`config.mk`:
```
export PLATFORM = sky130hd
export DESIGN_NAME = board_arbiter
export DESIGN_NICKNAME = d
export VERILOG_FILES = /design/src/rtl/board_arbiter_pkg.sv /design/src/rtl/board_arbiter_rr.sv /design/src/rtl/board_arbiter.sv
export SDC_FILE = /design/constraint.sdc
export NUM_CORES = 1
export LEC_CHECK = 0
export ABC_AREA = 1
export CORE_ASPECT_RATIO = 1.5
export CORE_MARGIN = 2
export CORE_UTILIZATION = 54
export CTS_CLUSTER_SIZE = 25
export DETAILED_ROUTE_END_ITERATION = 6
export DONT_BUFFER_PORTS = 1
export GPL_ROUTABILITY_DRIVEN = 0
export GPL_TIMING_DRIVEN = 1
export HOLD_SLACK_MARGIN = 0.1
export PLACE_DENSITY = 0.71
export SLEW_MARGIN = 20
export SYNTH_ARGS = -nofsm -noshare
export SYNTH_HDL_FRONTEND = slang
export SYNTH_HIERARCHICAL = 1
export SYNTH_SLANG_ARGS = --single-unit
```
`constraint.sdc`:
```
create_clock -name clk_vga -period 3.2 [get_ports clk_vga]
set_input_delay 0.32 -clock clk_vga [delete_from_list [all_inputs] [get_ports clk_vga]]
set_output_delay 0.32 -clock clk_vga [all_outputs]
set_load 0.01 [all_outputs]
```
`src/rtl/board_arbiter_pkg.sv`:
```
// Shared battleship definitions: cell/result/state encodings, ship count, address helper.
package board_arbiter_pkg;

  typedef enum logic [1:0] {
    CELL_EMPTY = 2'd0,
    CELL_SHIP  = 2'd1,
    CELL_HIT   = 2'd2,
    CELL_MISS  = 2'd3
  } cell_e;

  typedef enum logic [1:0] {
    RES_MISS    = 2'd0,
    RES_HIT     = 2'd1,
    RES_REPEAT  = 2'd2,
    RES_INVALID = 2'd3
  } result_e;

  typedef enum logic [2:0] {
    ST_IDLE      = 3'd0,
    ST_DISP_RD   = 3'd1,
    ST_FIRE_RD   = 3'd2,
    ST_FIRE_EVAL = 3'd3,
    ST_FIRE_RSP  = 3'd4
  } state_e;

  localparam int SHIP_CELLS = 17;

  function automatic int unsigned cell_index(input logic [3:0] row, input logic [3:0] col,
                                             input int unsigned cols);
    return row * cols + col;
  endfunction

endpackage

```
`src/rtl/board_arbiter_rr.sv`:
```
// Two-requester round-robin grant; the pointer flips on every granted fire.
module rr_arb2 (
  input  logic clk_vga,
  input  logic rst_n,
  input  logic req1,
  input  logic req2,
  input  logic advance,
  output logic grant,
  output logic grant_sel
);

  logic ptr;  // 0 = P1 has priority, 1 = P2

  assign grant     = req1 | req2;
  assign grant_sel = (req1 && req2) ? ptr : req2;

  always_ff @(posedge clk_vga or negedge rst_n) begin
    if (!rst_n) begin
      ptr <= 1'b0;
    end else if (advance) begin
      ptr <= ~ptr;
    end
  end

endmodule

```
`src/rtl/board_arbiter.sv`:
```
// Battleship board arbiter: shares one single-port board RAM between renderer and two shooters.
// Optional hit counters / game-over tracking enabled by BOARD_ARBITER_STATS_EN.
//
// state        | meaning
// ST_IDLE      | arbitrate: display first, then round-robin fire
// ST_DISP_RD   | display data returned, disp_valid pulse
// ST_FIRE_RD   | read of target cell issued
// ST_FIRE_EVAL | evaluate cell, write HIT/MISS when applicable
// ST_FIRE_RSP  | ack pulse to shooter with fire_result
module board_arbiter
  import board_arbiter_pkg::*;
#(
  parameter int ROWS       = 10,
  parameter int COLS       = 10,
  parameter int SHIP_CELLS = board_arbiter_pkg::SHIP_CELLS,
  localparam int IW = $clog2(ROWS * COLS),
  localparam int AW = IW + 1
) (
  input  logic          clk_vga,
  input  logic          rst_n,
  input  logic          disp_req,
  input  logic          disp_board,
  input  logic [3:0]    disp_row,
  input  logic [3:0]    disp_col,
  output logic          disp_valid,
  output logic [1:0]    disp_cell,
  input  logic          p1_fire_req,
  input  logic          p2_fire_req,
  input  logic [3:0]    p1_row,
  input  logic [3:0]    p1_col,
  input  logic [3:0]    p2_row,
  input  logic [3:0]    p2_col,
  output logic          p1_ack,
  output logic          p2_ack,
  output logic [1:0]    fire_result,
  output logic [AW-1:0] mem_addr,
  output logic          mem_we,
  output logic [1:0]    mem_wdata,
  input  logic [1:0]    mem_rdata,
  output logic [4:0]    p1_hits,
  output logic [4:0]    p2_hits,
  output logic          game_over,
  output logic          winner
);

  localparam logic [4:0] ROWS_LIM = 5'(ROWS);
  localparam logic [4:0] COLS_LIM = 5'(COLS);

  state_e        state_q, state_d;
  logic          run_q;
  logic          board_q;
  logic [IW-1:0] idx_q;
  logic          shooter_q;
  result_e       res_q, eval_res;
  logic          grant, grant_sel, advance;
  logic [3:0]    g_row, g_col;
  logic [IW-1:0] g_idx, d_idx;
  logic          fire_ok;
  logic          game_over_i;

  rr_arb2 u_rr (
    .clk_vga   (clk_vga),
    .rst_n     (rst_n),
    .req1      (p1_fire_req),
    .req2      (p2_fire_req),
    .advance   (advance),
    .grant     (grant),
    .grant_sel (grant_sel)
  );

  assign g_row   = grant_sel ? p2_row : p1_row;
  assign g_col   = grant_sel ? p2_col : p1_col;
  assign g_idx   = IW'(cell_index(g_row, g_col, COLS));
  assign d_idx   = IW'(cell_index(disp_row, disp_col, COLS));
  assign fire_ok = ({1'b0, g_row} < ROWS_LIM) && ({1'b0, g_col} < COLS_LIM) && !game_over_i;
  // run_q holds the arbiter quiet for the first cycle after reset release, keeping mem_addr at 0 in reset
  assign advance = (state_q == ST_IDLE) && run_q && !disp_req && grant;

  always_comb begin
    state_d     = state_q;
    mem_addr    = '0;
    mem_we      = 1'b0;
    mem_wdata   = '0;
    disp_valid  = 1'b0;
    disp_cell   = '0;
    p1_ack      = 1'b0;
    p2_ack      = 1'b0;
    fire_result = '0;
    eval_res    = RES_REPEAT;
    case (state_q)
      ST_IDLE: begin
        if (run_q) begin
          if (disp_req) begin
            mem_addr = {disp_board, d_idx};
            state_d  = ST_DISP_RD;
          end else if (grant) begin
            state_d = fire_ok ? ST_FIRE_RD : ST_FIRE_RSP;
          end
        end
      end
      ST_DISP_RD: begin
        disp_valid = 1'b1;
        disp_cell  = mem_rdata;
        state_d    = ST_IDLE;
      end
      ST_FIRE_RD: begin
        mem_addr = {board_q, idx_q};
        state_d  = ST_FIRE_EVAL;
      end
      ST_FIRE_EVAL: begin
        mem_addr = {board_q, idx_q};
        if (mem_rdata == CELL_SHIP) begin
          mem_we    = 1'b1;
          mem_wdata = CELL_HIT;
          eval_res  = RES_HIT;
        end else if (mem_rdata == CELL_EMPTY) begin
          mem_we    = 1'b1;
          mem_wdata = CELL_MISS;
          eval_res  = RES_MISS;
        end
        state_d = ST_FIRE_RSP;
      end
      ST_FIRE_RSP: begin
        p1_ack      = !shooter_q;
        p2_ack      = shooter_q;
        fire_result = res_q;
        state_d     = ST_IDLE;
      end
      default: state_d = ST_IDLE;
    endcase
  end

  always_ff @(posedge clk_vga or negedge rst_n) begin
    if (!rst_n) begin
      state_q   <= ST_IDLE;
      run_q     <= 1'b0;
      board_q   <= 1'b0;
      idx_q     <= '0;
      shooter_q <= 1'b0;
      res_q     <= RES_MISS;
    end else begin
      run_q   <= 1'b1;
      state_q <= state_d;
      if (advance) begin
        shooter_q <= grant_sel;
        board_q   <= ~grant_sel;  // P1 shoots at board 1, P2 at board 0
        idx_q     <= g_idx;
        if (!fire_ok) res_q <= RES_INVALID;
      end
      if (state_q == ST_FIRE_EVAL) res_q <= eval_res;
    end
  end

`ifdef BOARD_ARBITER_STATS_EN
  localparam logic [4:0] SC = 5'(SHIP_CELLS);

  logic [4:0] p1_hits_q, p2_hits_q;
  logic       go_q, win_q;
  logic       hit_ev;

  assign hit_ev = (state_q == ST_FIRE_EVAL) && (eval_res == RES_HIT);

  always_ff @(posedge clk_vga or negedge rst_n) begin
    if (!rst_n) begin
      p1_hits_q <= '0;
      p2_hits_q <= '0;
      go_q      <= 1'b0;
      win_q     <= 1'b0;
    end else if (hit_ev) begin
      if (!shooter_q) begin
        if (p1_hits_q < SC) p1_hits_q <= p1_hits_q + 5'd1;
        if (p1_hits_q == SC - 5'd1 && !go_q) begin
          go_q  <= 1'b1;
          win_q <= 1'b0;
        end
      end else begin
        if (p2_hits_q < SC) p2_hits_q <= p2_hits_q + 5'd1;
        if (p2_hits_q == SC - 5'd1 && !go_q) begin
          go_q  <= 1'b1;
          win_q <= 1'b1;
        end
      end
    end
  end

  assign p1_hits     = p1_hits_q;
  assign p2_hits     = p2_hits_q;
  assign game_over   = go_q;
  assign winner      = win_q;
  assign game_over_i = go_q;
`else
  assign p1_hits     = '0;
  assign p2_hits     = '0;
  assign game_over   = 1'b0;
  assign winner      = 1'b0;
  assign game_over_i = 1'b0;
`endif

endmodule
```
* Word-level counts from Yosys, hierarchy flattened
Cells that the tools add are included.
** Operators by class
- Magnitude comparators :: 2
- $mul :: 2
- Mux-type cells :: 27
- Equality and inequality tests :: 8
- Bitwise gates (word level) :: 3
- $add $sub $neg :: 2
- Reduce and logical (&&, ||, !) cells :: 13
** Operator list (number)
- 2-bit two-way mux :: 10
- 8-bit two-way mux :: 2
- 8-bit one-hot mux with 2 select lines :: 1
- 7-bit by 4-bit adder with 7-bit output :: 2
- 4-bit by 3-bit multiplier with 6-bit output (second input constant) :: 2
- 3-bit two-way mux :: 4
- 3-bit one-hot mux with 3 select lines :: 1
- 4-bit less-than comparator (second input constant) :: 2
- 4-bit two-way mux :: 2
- 1-bit two-way mux :: 7
- 3-bit by 2-bit == test with 1-bit output (second input constant) :: 2
- 1-bit logical AND :: 5
- 2-bit AND reduction :: 2
- 3-bit by 1-bit == test with 1-bit output (second input constant) :: 1
- 3-bit == test (second input constant) :: 1
- 3-bit logical NOT :: 1
- 3-bit != test (second input constant) :: 1
- 2-bit by 1-bit == test with 1-bit output (second input constant) :: 1
- 1-bit logical NOT :: 2
- 2-bit logical NOT :: 1
- 2-bit by 1-bit != test with 1-bit output (second input constant) :: 1
- 2-bit != test (second input constant) :: 1
- 1-bit NOT :: 2
- 2-bit nonzero test :: 1
- other kinds (2) :: 2
** Word-level totals
- Bits in registers :: 16
- Input bits :: 32
- Output and inout bits :: 30
- Word-level logic and storage cells :: 64

* Depth between registers and ports, before layout
- Depth after elaboration :: 10
- Mapped depth :: 18
- Mapped depth without buffers :: 17

* Hierarchy
The synthesis kept the hierarchy.
** Modules (own cells, without submodules)
- board_arbiter :: seq. area each 375.4 um^2, area each 1508.9 um^2, times used 1, cells an instance 223
- rr_arb2 :: seq. area each 25.0 um^2, area each 66.3 um^2, times used 1, cells an instance 11

* Least setup slack after synthesis
Ideal clock, no wire load.
- Path kind :: reg-to-reg
- Start :: register u_rr.ptr
- End :: register idx_q[6]
- Path buffers :: 1
- Data required time :: 3.083 ns
- Data arrival time :: 2.266 ns
- Setup slack :: 0.817 ns
- Setup time :: 0.117 ns
- Stages on the path, launching flop included :: 16
- Cell sequence :: dfrtp_1 > nand3_1 > nand2_1 > buf_6 > inv_6 > nand2_1 > nand2_2 > inv_1 > ha_1 > ha_1 > fa_1 > nand2_1 > a21oi_1 > nand2_1 > nand3_1 > nand2_1
** On the way
- Word-level cells in the longest chain between the ends :: 4
** Ends and longest elaborated chain
- start: declaration :: line board_arbiter_rr.sv:12 : logic ptr;
- start signal: assignment :: line board_arbiter_rr.sv:21 : ptr <= ~ptr;
- 1-bit two-way mux * :: line board_arbiter_rr.sv:15 : assign grant_sel = (req1 && req2) ? ptr : req2;
- named net grant_sel :: line board_arbiter.sv:55 : logic grant, grant_sel, advance;
- 4-bit two-way mux :: line board_arbiter.sv:71 : assign g_row = grant_sel ? p2_row : p1_row;
- 4-bit by 3-bit multiplier with 6-bit output :: line board_arbiter_pkg.sv:30 : return row * cols + col;
- 7-bit by 4-bit adder with 7-bit output * :: line board_arbiter_pkg.sv:30
- end signal: assignment :: line board_arbiter.sv:147 : idx_q <= g_idx;
- end: declaration :: line board_arbiter.sv:52 : logic [IW-1:0] idx_q;
The timed path passes the listed nets; every way through them passes the cells marked *.
A chain may end at the register's enable or synchronous reset.

* Worst setup path in the final report
Ends and elaborated chain as after synthesis.

==> impl_metrics.ini <==
[setup_path]
slowest_stage = fa_1
cp_top_family = adder cells
path_max_fanout = 10
cp_cell_sequence = nand3_1 > nand2_1 > inv_6 > nand2_1 > nand2_2 > inv_1 > ha_1 > ha_1 > fa_1 > nand2_1 > a21oi_1 > nand2_1 > nand3_1 > nand2_1
critPathMaxStageDelay_ps = 540
cpMostUsedCell = nand2_1
worstSetupStartpointType = flop
worst_ep_required_time_ps = 3350
crit_type = reg -> reg
path_buf_inv = 2
cp.arrival_ps = 2880
crit_path_end_kind = flop

[timing]
fmax_ghz = 0.366
rsz0062_at_grt = false
setup_tns_ps = 0
skew_ps = 3.32
max_slew.worst_pin.slew_ps = 747
period_needed_ps = 2730
setup_slack_ps = 471
relSlewSlack_pct = 50.0
period_share_pct = 85.3
finalSetupViolations = 0
hold_viol = 0
drv_slew = 0

[worst_hold_path]
hold_path.class = in -> reg

[clock_network]
insertion_delay_ps = 250
numCtsBuffers = 3
clock_path_buffers = 2
cts.sinks = 16
cts-root-buf = clkbuf_8
cts_tree = yes
htree_num_levels = 1
clk_pin_slew_ps = 70

[run]
maxCapViolations = 0

[floorplan]
row_count = 24
io_pins = 62
die_h_um = 70.2
die_x_um = 48.1
initial_utilization_pct = 55.2
dieArea_um2 = 3370
coreArea_um2 = 2850

[yosys]
ys_seq_elements = 16
avgSynthCellArea_um2 = 6.73
ys_seq_area_share_pct = 25.4
synth.distinct_cells = 31
synth_area_um2 = 1580
synthCells = 234
yosysWarnings = 6

[outcome]
status = finished, final reports clean

[power]
irDropWorstVdd_mv = 0.407
p_leak_nw = 0.925
power.density_nw_per_um2 = 645

[cells_and_area]
nFillCells = 298
antennaDiodeCount = 0
fin_util_pct = 56.4
final_common_cell = nand2_1
final_cell_mix = 74 x nand2_1, 42 x inv_1, 19 x nand3_1, 16 x dfrtp_1, 14 x nor2_1
layout-drive-gt1-share_pct = 6.38
final_area_um2 = 1610
area_growth_pct = 2.22
final_nets = 284

[route]
via_count = 1324
wl_per_cell_um = 10.9
firstDrtPassIters = 4
finalWirelength_um = 2980
drc = 0
antenna_left = 0
viasPerCell = 4.83
drtIter0Drc = 16

[global_routing]
grt-ovfl-total = 0
grt_antenna_before_repair = 0
grt_pass1_vias = 1129
grt_pass1_wl_um = 4490
grt_max_degree = 17
grtUsageTotal_pct = 18.4

[placement]
place_hpwl_um = 2510
placed_area_um2 = 1550
io_buffer_count = 0
place_ws_ps = 465
[synthesized netlist by cell type (all sizes together)]
| library cell | n | area [µm²] |
|---|---|---|
| a21boi | 1 | 7.51 |
| a21oi | 3 | 15.0 |
| a31oi | 1 | 6.26 |
| buf | 15 | 120 |
| conb | 2 | 7.51 |
| dfrtp | 16 | 400 |
| fa | 4 | 80.1 |
| ha | 12 | 150 |
| inv | 45 | 174 |
| nand2 | 76 | 290 |
| nand3 | 20 | 105 |
| nand4 | 3 | 18.8 |
| nor2 | 16 | 70.1 |
| nor3 | 2 | 21.3 |
| o21a | 1 | 7.51 |
| o21ai | 9 | 45.0 |
| o21bai | 1 | 7.51 |
| o22ai | 2 | 12.5 |
| or2 | 3 | 18.8 |
| xnor2 | 1 | 8.76 |
| xor2 | 1 | 8.76 |
[registers in the layout, indices dropped and copies added (netlist names)]
name,cells
shooter_q,1
run_q,1
u_rr/ptr,1
idx_q,7
state_q,3
res_q,2
board_q,1
[timing repair]
| item | in CTS | in global routing |
|---|---|---|
| gates resized for setup | 0 | 0 |
| hold buffers | 1 | 0 |
| setup endpoints to repair | 0 | 0 |
| setup buffers | 0 | 0 |
| hold endpoints to repair | 16 | 0 |
[metal layers]
metal	vias up	GRT usage (%)	share of wire [%]
met5	-	0	0
met4	0	10.5	2.9
met3	6	1.81	4.3
met2	43	31.9	52
met1	582	19.9	40
li1	693	-	-
[kinds of logic (layout without fill, tap and decap cells)]
logic type                 after synthesis  count (layout)  share of synthesized area [%]
and+or+nand+nor                        120             120                           33.3
buffers and inverters                   60              50                           18.7
AOI/OAI and AO/OA                       18              18                           6.43
adders and majority gates               16              16                           14.6
DFF                                     16              16                           25.4
other                                    2              13                          0.477
xor gates and xnor gates                 2               2                           1.11
[worst paths after layout]
path / startpoint / end / slack, ps / depth (start not counted)
worst max-delay path: u_rr/ptr / idx_q[6] / 470 / 14
worst min-delay path: p2_col[0] / idx_q[0] / 220 / 2
worst max register to register: u_rr/ptr / idx_q[6] / 470 / 14
worst min register to register: board_q / board_q / 490 / 1
max in group asynchronous: rst_n / res_q[1] / 2160 / 1
min in group asynchronous: rst_n / state_q[0] / 570 / 1
[power by group]
part           internal, mW  switching [mW]
sequential            0.292          0.0499
clock                 0.109          0.0729
combinational         0.175           0.339
total                 0.576           0.462
[area by class of cell]
class | count | area [µm²] | area share [%]
multi-input cells | 169 | 922 | 57.3
well taps | 39 | 48.8 | 3.03
clock buffers | 4 | 55.1 | 3.42
repair buffers | 1 | 10.0 | 0.622
flip-flops and latches | 16 | 400 | 24.9
inverters | 45 | 174 | 10.8
[per-stage QoR]
stage          hold slack (ps)  cells  total power [mW]
2_1_floorplan             24.4    245             0.780
3_3_place_gp              24.7    269             0.846
3_5_place_dp              24.8    269             0.859
4_1_cts                    225    274              1.05
5_1_grt                    238    274              1.14
6_report                   223    274              1.04
(Power assumes the default switching activity.)
